## config.mk

```make
export PLATFORM = sky130hd
export DESIGN_NAME = gate_exerciser
export DESIGN_NICKNAME = d
export VERILOG_FILES = /design/src/rtl/gate_exerciser.sv
export SDC_FILE = /design/constraint.sdc
export NUM_CORES = 1
export LEC_CHECK = 0
export BUFFER_PORTS_ARGS = -buffer_cell sky130_fd_sc_hd__buf_2
export CORE_UTILIZATION = 45
export CTS_BUF_LIST = sky130_fd_sc_hd__clkbuf_8
export DETAILED_ROUTE_END_ITERATION = 16
export GPL_TIMING_DRIVEN = 0
export PLACE_DENSITY = 0.78
export SLEW_MARGIN = 20
export SYNTH_ARGS = -nofsm -noshare
export SYNTH_HDL_FRONTEND = slang
export SYNTH_SLANG_ARGS = --single-unit
```

## constraint.sdc

```tcl
create_clock -name clk -period 1.6 [get_ports clk]
set_input_delay 0.08 -clock clk [delete_from_list [all_inputs] [get_ports clk]]
set_output_delay 0.08 -clock clk [all_outputs]
set_load 0.1 [all_outputs]
```

## src/rtl/gate_exerciser.sv

```systemverilog
// Sweeps every input vector of a combinational gate, samples its output after a settle
// period and counts mismatches against the selected reference function.
module gate_exerciser #(
  parameter int N_INPUTS      = 2,
  parameter int SETTLE_CYCLES = 1,
  parameter int FUNC          = 0
) (
  input  logic                clk,
  input  logic                rst_n,
  input  logic                start,
  input  logic                dut_out,
  output logic [N_INPUTS-1:0] vec,
  output logic                busy,
  output logic                done,
  output logic                pass,
  output logic [N_INPUTS:0]   fail_count,
  output logic [N_INPUTS-1:0] first_fail_vec
);

  localparam int CNT_W = (SETTLE_CYCLES > 1) ? $clog2(SETTLE_CYCLES) : 1;
  localparam logic [CNT_W-1:0]    CNT_LAST = CNT_W'(SETTLE_CYCLES - 1);
  localparam logic [CNT_W-1:0]    CNT_ONE  = CNT_W'(1);
  localparam logic [N_INPUTS-1:0] VEC_LAST = '1;
  localparam logic [N_INPUTS-1:0] VEC_ONE  = N_INPUTS'(1);
  localparam logic [N_INPUTS:0]   FC_ONE   = (N_INPUTS + 1)'(1);

  typedef enum logic [1:0] {
    ST_IDLE,
    ST_DRIVE,
    ST_SAMPLE,
    ST_FINISH
  } state_t;

  state_t           state;
  state_t           state_next;
  logic [CNT_W-1:0] cnt;
  logic             mismatch;

  // Unsupported FUNC codes fall back to AND-reduce.
  function automatic logic expected_out(input logic [N_INPUTS-1:0] v);
    case (FUNC)
      1:       expected_out = |v;
      2:       expected_out = ^v;
      3:       expected_out = ~&v;
      4:       expected_out = ~|v;
      default: expected_out = &v;
    endcase
  endfunction

  assign mismatch = (dut_out != expected_out(vec));

  always_ff @(posedge clk or negedge rst_n) begin
    if (!rst_n) state <= ST_IDLE;
    else        state <= state_next;
  end

  always_comb begin
    state_next = state;
    case (state)
      ST_IDLE:   if (start) state_next = ST_DRIVE;
      ST_DRIVE:  if (cnt == CNT_LAST) state_next = ST_SAMPLE;
      ST_SAMPLE: state_next = (vec == VEC_LAST) ? ST_FINISH : ST_DRIVE;
      ST_FINISH: state_next = ST_IDLE;
      default:   state_next = ST_IDLE;
    endcase
  end

  // Outputs are registered, so the FINISH actions become visible one cycle after entry.
  always_ff @(posedge clk or negedge rst_n) begin
    if (!rst_n) begin
      vec            <= '0;
      cnt            <= '0;
      busy           <= 1'b0;
      done           <= 1'b0;
      pass           <= 1'b0;
      fail_count     <= '0;
      first_fail_vec <= '0;
    end else begin
      done <= 1'b0;
      case (state)
        ST_IDLE: begin
          if (start) begin
            vec            <= '0;
            cnt            <= '0;
            busy           <= 1'b1;
            pass           <= 1'b0;
            fail_count     <= '0;
            first_fail_vec <= '0;
          end
        end
        ST_DRIVE: cnt <= cnt + CNT_ONE;
        ST_SAMPLE: begin
          if (mismatch) begin
            fail_count <= fail_count + FC_ONE;
            if (fail_count == '0) first_fail_vec <= vec;
          end
          if (vec != VEC_LAST) begin
            vec <= vec + VEC_ONE;
            cnt <= '0;
          end
        end
        ST_FINISH: begin
          done <= 1'b1;
          busy <= 1'b0;
          pass <= (fail_count == '0);
        end
        default: ;
      endcase
    end
  end

endmodule

```

Yosys cells after proc, flatten, opt, wreduce, memory -nomap -nowiden
Index checks and enable logic that the tools add are counted.
{"block": "totals", "register_bits": 13, "output_inout_bits": 10, "elab_cells": 54}
{"block": "op_classes", "n_addsub": 3, "eq_ne": 11, "mux": 20, "reduce_logical": 12}
{"cell": "2-bit 2-to-1 mux", "count": 7}
{"cell": "2-bit inequality test (second input constant)", "count": 6}
{"cell": "3-bit AND reduction", "count": 3}
{"cell": "2-bit one-hot mux with 2 select lines", "count": 2}
{"cell": "2-bit one-hot mux with 4 select lines", "count": 1}
{"cell": "2-bit == test (second input constant)", "count": 3}
{"cell": "3-bit 2-to-1 mux", "count": 2}
{"cell": "3-bit one-hot mux with 2 select lines", "count": 1}
{"cell": "2-bit AND reduction", "count": 3}
{"cell": "1-bit 2-to-1 mux", "count": 4}
{"cell": "1-bit one-hot mux with 2 select lines", "count": 2}
{"cell": "4-bit AND reduction", "count": 1}
{"cell": "2-bit nonzero test", "count": 2}
{"cell": "3-bit by 1-bit adder with 3-bit output (second input constant)", "count": 1}
{"cell": "3-bit zero test", "count": 1}
{"cell": "1-bit one-hot mux with 3 select lines", "count": 1}
{"cell": "3-bit nonzero test", "count": 1}
{"cell": "2-bit by 1-bit adder with 2-bit output (second input constant)", "count": 1}
{"cell": "2-bit by 1-bit == test with 1-bit output (second input constant)", "count": 1}
{"cell": "2-bit zero test", "count": 1}
{"cell": "1-bit adder (second input constant)", "count": 1}
{"cell": "1-bit inequality test", "count": 1}

Logic depth before layout (Yosys ltp)
{"block": "depth", "word_depth": 4, "mapped_depth": 5, "ltp_nobuf": 5}

Worst setup path before layout
No wires, ideal clock.
{"block": "synth_timing", "path_type": "flip-flop to flip-flop", "startpoint": "reg vec[1]", "endpoint": "reg first_fail_vec[0]", "arrival_ps": 1886, "slack_ps": -414, "stages_incl_launch_ff": 5, "n_path_buf": 0, "period_less_slack_ps": 2014, "cell_sequence": "dfrtp_1 ha_1 xor2_2 nand3_2 mux2i_1"}
{"block": "synth_via", "elab_chain_cells": 4}
{"item": "from (decl)", "line_no": "12", "text": "output logic [N_INPUTS-1:0] vec,"}
{"item": "from (signal assigned)", "line_no": "98", "text": "vec <= vec + VEC_ONE;"}
{"item": "2-bit AND reduction", "line_no": "46", "text": "default: expected_out = &v;"}
{"item": "1-bit inequality test", "line_no": "50", "text": "assign mismatch = (dut_out != expected_out(vec));"}
{"item": "2-bit inequality test (no line)"}
{"item": "4-bit AND reduction (no line)"}
{"item": "to (signal assigned)", "line_no": "95", "text": "if (fail_count == '0) first_fail_vec <= vec;"}
{"item": "to (decl)", "line_no": "17", "text": "output logic [N_INPUTS-1:0] first_fail_vec"}
No other way between the ends.
A chain may end at the register's enable or synchronous reset.

Worst setup path in the final report
{"block": "layout_timing", "startpoint": "reg vec[0]", "endpoint": "reg fail_count[2]"}
{"block": "layout_via", "elab_chain_cells": 4}
{"item": "2-bit AND reduction", "line_no": "46"}
{"item": "1-bit inequality test", "line_no": "50"}
{"item": "2-bit inequality test (no line)"}
{"item": "3-bit AND reduction (no line)"}
{"item": "to (signal assigned)", "line_no": "94", "text": "fail_count <= fail_count + FC_ONE;"}
{"item": "to (decl)", "line_no": "16", "text": "output logic [N_INPUTS:0] fail_count,"}
No other way between the ends.

==> impl_metrics.json <==
{
  "wl_met3_um": 40,
  "start_kind": "flop",
  "core_area_um2": 1350,
  "slew_headroom_pct": 67.3,
  "port_buffers": 13,
  "regToRegSetupSlack_ns": 0.08,
  "ys_warn_count": 0,
  "hold_viol": 0,
  "finalWeightedCongestion": 0.730,
  "grt-ovfl-total": 0,
  "clk_pin_slew_ns": 0.06,
  "dr.first_iter.drc_count": 9,
  "start_util_pct": 50.7,
  "clock_sinks": 13,
  "cts_tree": "done",
  "clk_path_buf_depth": 2,
  "seq_area_frac_synth_pct": 47.5,
  "cp.arrival_ns": 1.70,
  "cts_made_buffers": 3,
  "grt_pass1_vias": 481,
  "core.rowCount": 13,
  "final_nets": 96,
  "hold_path.class": "input port to flop",
  "status": "finished clean",
  "vias": 556,
  "finClkSkew_ns": 0.00301,
  "antenna_found_initial": 0,
  "grt_max_degree": 14,
  "setup_viol": 0,
  "reg2reg_depth": 5,
  "die_height_um": 41,
  "drc": 0,
  "viasPerCell": 5.40,
  "die_w_um": 41,
  "synth.distinct_cells": 28,
  "critPathKind": "flop to flop",
  "async_flop_share_pct": 100,
  "synth_edf_count": 0,
  "die_area_um2": 1680,
  "syn_to_final_growth_pct": 26.3,
  "maxCapViolations": 0,
  "final-max-slew-violation-count": 0,
  "ant_nets": 0,
  "synth_nets": 76,
  "ys_ff_latch": 13,
  "period_share_pct": 95.0,
  "wl_mm": 1.39,
  "wl_met2_um": 668,
  "track_usage_pct": 20.5,
  "avgRoutedWirePerCell_um": 13.5,
  "synth_ff_type": "dfrtp_1",
  "fin_crit_ns": 1.52,
  "worstPathRequired_ns": 1.78,
  "worst-path-max-fanout": 5,
  "r2r-end": "fail_count[2]$_DFFE_PN0P_",
  "clkLatencyLatePin_ns": 0.24,
  "antenna_cells": 0,
  "netlist_area_um2": 684,
  "synthTopCellsByArea": "dfrtp_1 48%, ha_1 5.5%, nand2_1 5.5%",
  "htreeDepth": 1,
  "rsz0062_at_grt": "false",
  "hpwlAfterDp_um": 997,
  "cts_root_buf": "clkbuf_8",
  "yosysTopAreaCellShare_pct": 47.5,
  "first_pass_iters": 4,
  "fin_tns_setup_ns": 0,
  "holdPathStages": 3,
  "synth_common_cells": "13 x dfrtp_1, 10 x nand2_1, 6 x inv_1",
  "fmax_mhz": 658,
  "drive_above_1_share_pct": 30.7,
  "endpoint_kind": "flop",
  "grt_first_pass_wirelength_mm": 2.13,
  "post-synth-top-count-cell": "dfrtp_1",
  "netlist_instances": 69,
  "hold_path_end": "state[0]$_DFFE_PN0P_",
  "highest_layer": "met4",
  "r2r_start": "vec[0]$_DFFE_PN0P_",
  "wl_met1_um": 664,
  "synth_top_area_cell": "dfrtp_1",
  "hp-start": "start",
  "io_pins": 14,
  "postSynthAreaPerCell_um2": 9.92,
  "worstMarginPinSlew_ns": 0.493
}
## worst max path at each step
stage,from,to,slack (ns),cells after the start
after detailed placement,vec[0]$_DFFE_PN0P_,first_fail_vec[0]$_DFFE_PN0P_,0.02,4
after floorplan,vec[1]$_DFFE_PN0P_,first_fail_vec[0]$_DFFE_PN0P_,0.01,4
after CTS,vec[0]$_DFFE_PN0P_,first_fail_vec[0]$_DFFE_PN0P_,0.005,4
after global placement,vec[0]$_DFFE_PN0P_,first_fail_vec[1]$_DFFE_PN0P_,0.1,4
after global routing,vec[0]$_DFFE_PN0P_,first_fail_vec[0]$_DFFE_PN0P_,0.01,4
final,vec[0]$_DFFE_PN0P_,fail_count[2]$_DFFE_PN0P_,0.08,5
## stage by stage
| step | util, % | setup WS, ns | area [µm²] | hold WS, ns | cells |
|---|---|---|---|---|---|
| global route | 64.0 | 0.0121 | 865 | 0.266 | 103 |
| detailed placement | 57.6 | 0.0249 | 778 | -0.0158 | 97 |
| floorplan | - | 0.0121 | 694 | -0.216 | 69 |
| finish | 64.0 | 0.0797 | 865 | 0.242 | 103 |
| CTS | 61.7 | 0.00527 | 833 | 0.239 | 102 |
| global placement | 57.6 | 0.0967 | 778 | -0.0159 | 97 |
## timing repair
action,in CTS,in global routing
resized for setup,0,1
buffers inserted,0,1
endpoints found under the setup margin,0,2
hold endpoints to repair,13,0
hold buffers,1,0
## logic make-up (layout without fill, tap and decap cells)
kind of cell,count (synthesis),count (layout),share of synthesized area [%]
AND/OR/NAND/NOR,23,23,17.0
AO/OA/AOI/OAI,16,16,16.6
flip-flops,13,13,47.5
buffers and inverters,9,28,5.12
adder cells (fa/ha/maj),3,3,5.49
multiplexers,3,3,4.57
XOR/XNOR,2,2,3.66
## layout make-up
class	count	area (µm²)
repair buffers	15	95.1
multi-input cells	47	335
inverters	6	22.5
plain buffers	3	12.5
fillers	124	485
flip-flops and latches	13	335
clock inverters	1	3.75
well taps	15	18.8
clock buffers	3	41.3
## worst max-delay path, cell delays in order (launching register included)
cell     delay [ns]
dfrtp_4        0.49
ha_1           0.32
xor2_4         0.24
buf_12         0.15
a21o_2         0.20
nand3_1        0.07
## placed cells by master (no fill, tap or decap), drive strengths merged, types with 2 or more instances in the layout
cell    count
buf        16
dfrtp      13
nand2      10
inv         7
nor2        4
o21ai       4
a22o        4
clkbuf      4
ha          3
nand3       3
nor2b       2
mux2i       2
nand4b      2
o211ai      2
a21o        2
## registers in the layout, indices dropped and copies added (netlist names)
| name | cells |
|---|---|
| vec | 2 |
| done | 1 |
| state | 2 |
| pass | 1 |
| busy | 1 |
| cnt | 1 |
| fail_count | 3 |
| first_fail_vec | 2 |
## per-layer routing
| layer | GRT usage [%] | up-vias |
|---|---|---|
| met5 | 0 | - |
| met4 | 12.5 | 0 |
| met3 | 4.89 | 2 |
| met2 | 30.9 | 13 |
| met1 | 26.4 | 264 |
| li1 | - | 277 |
Power is not shown: default switching activity piles up to over one toggle a cycle in this logic, so the estimate is an artifact.
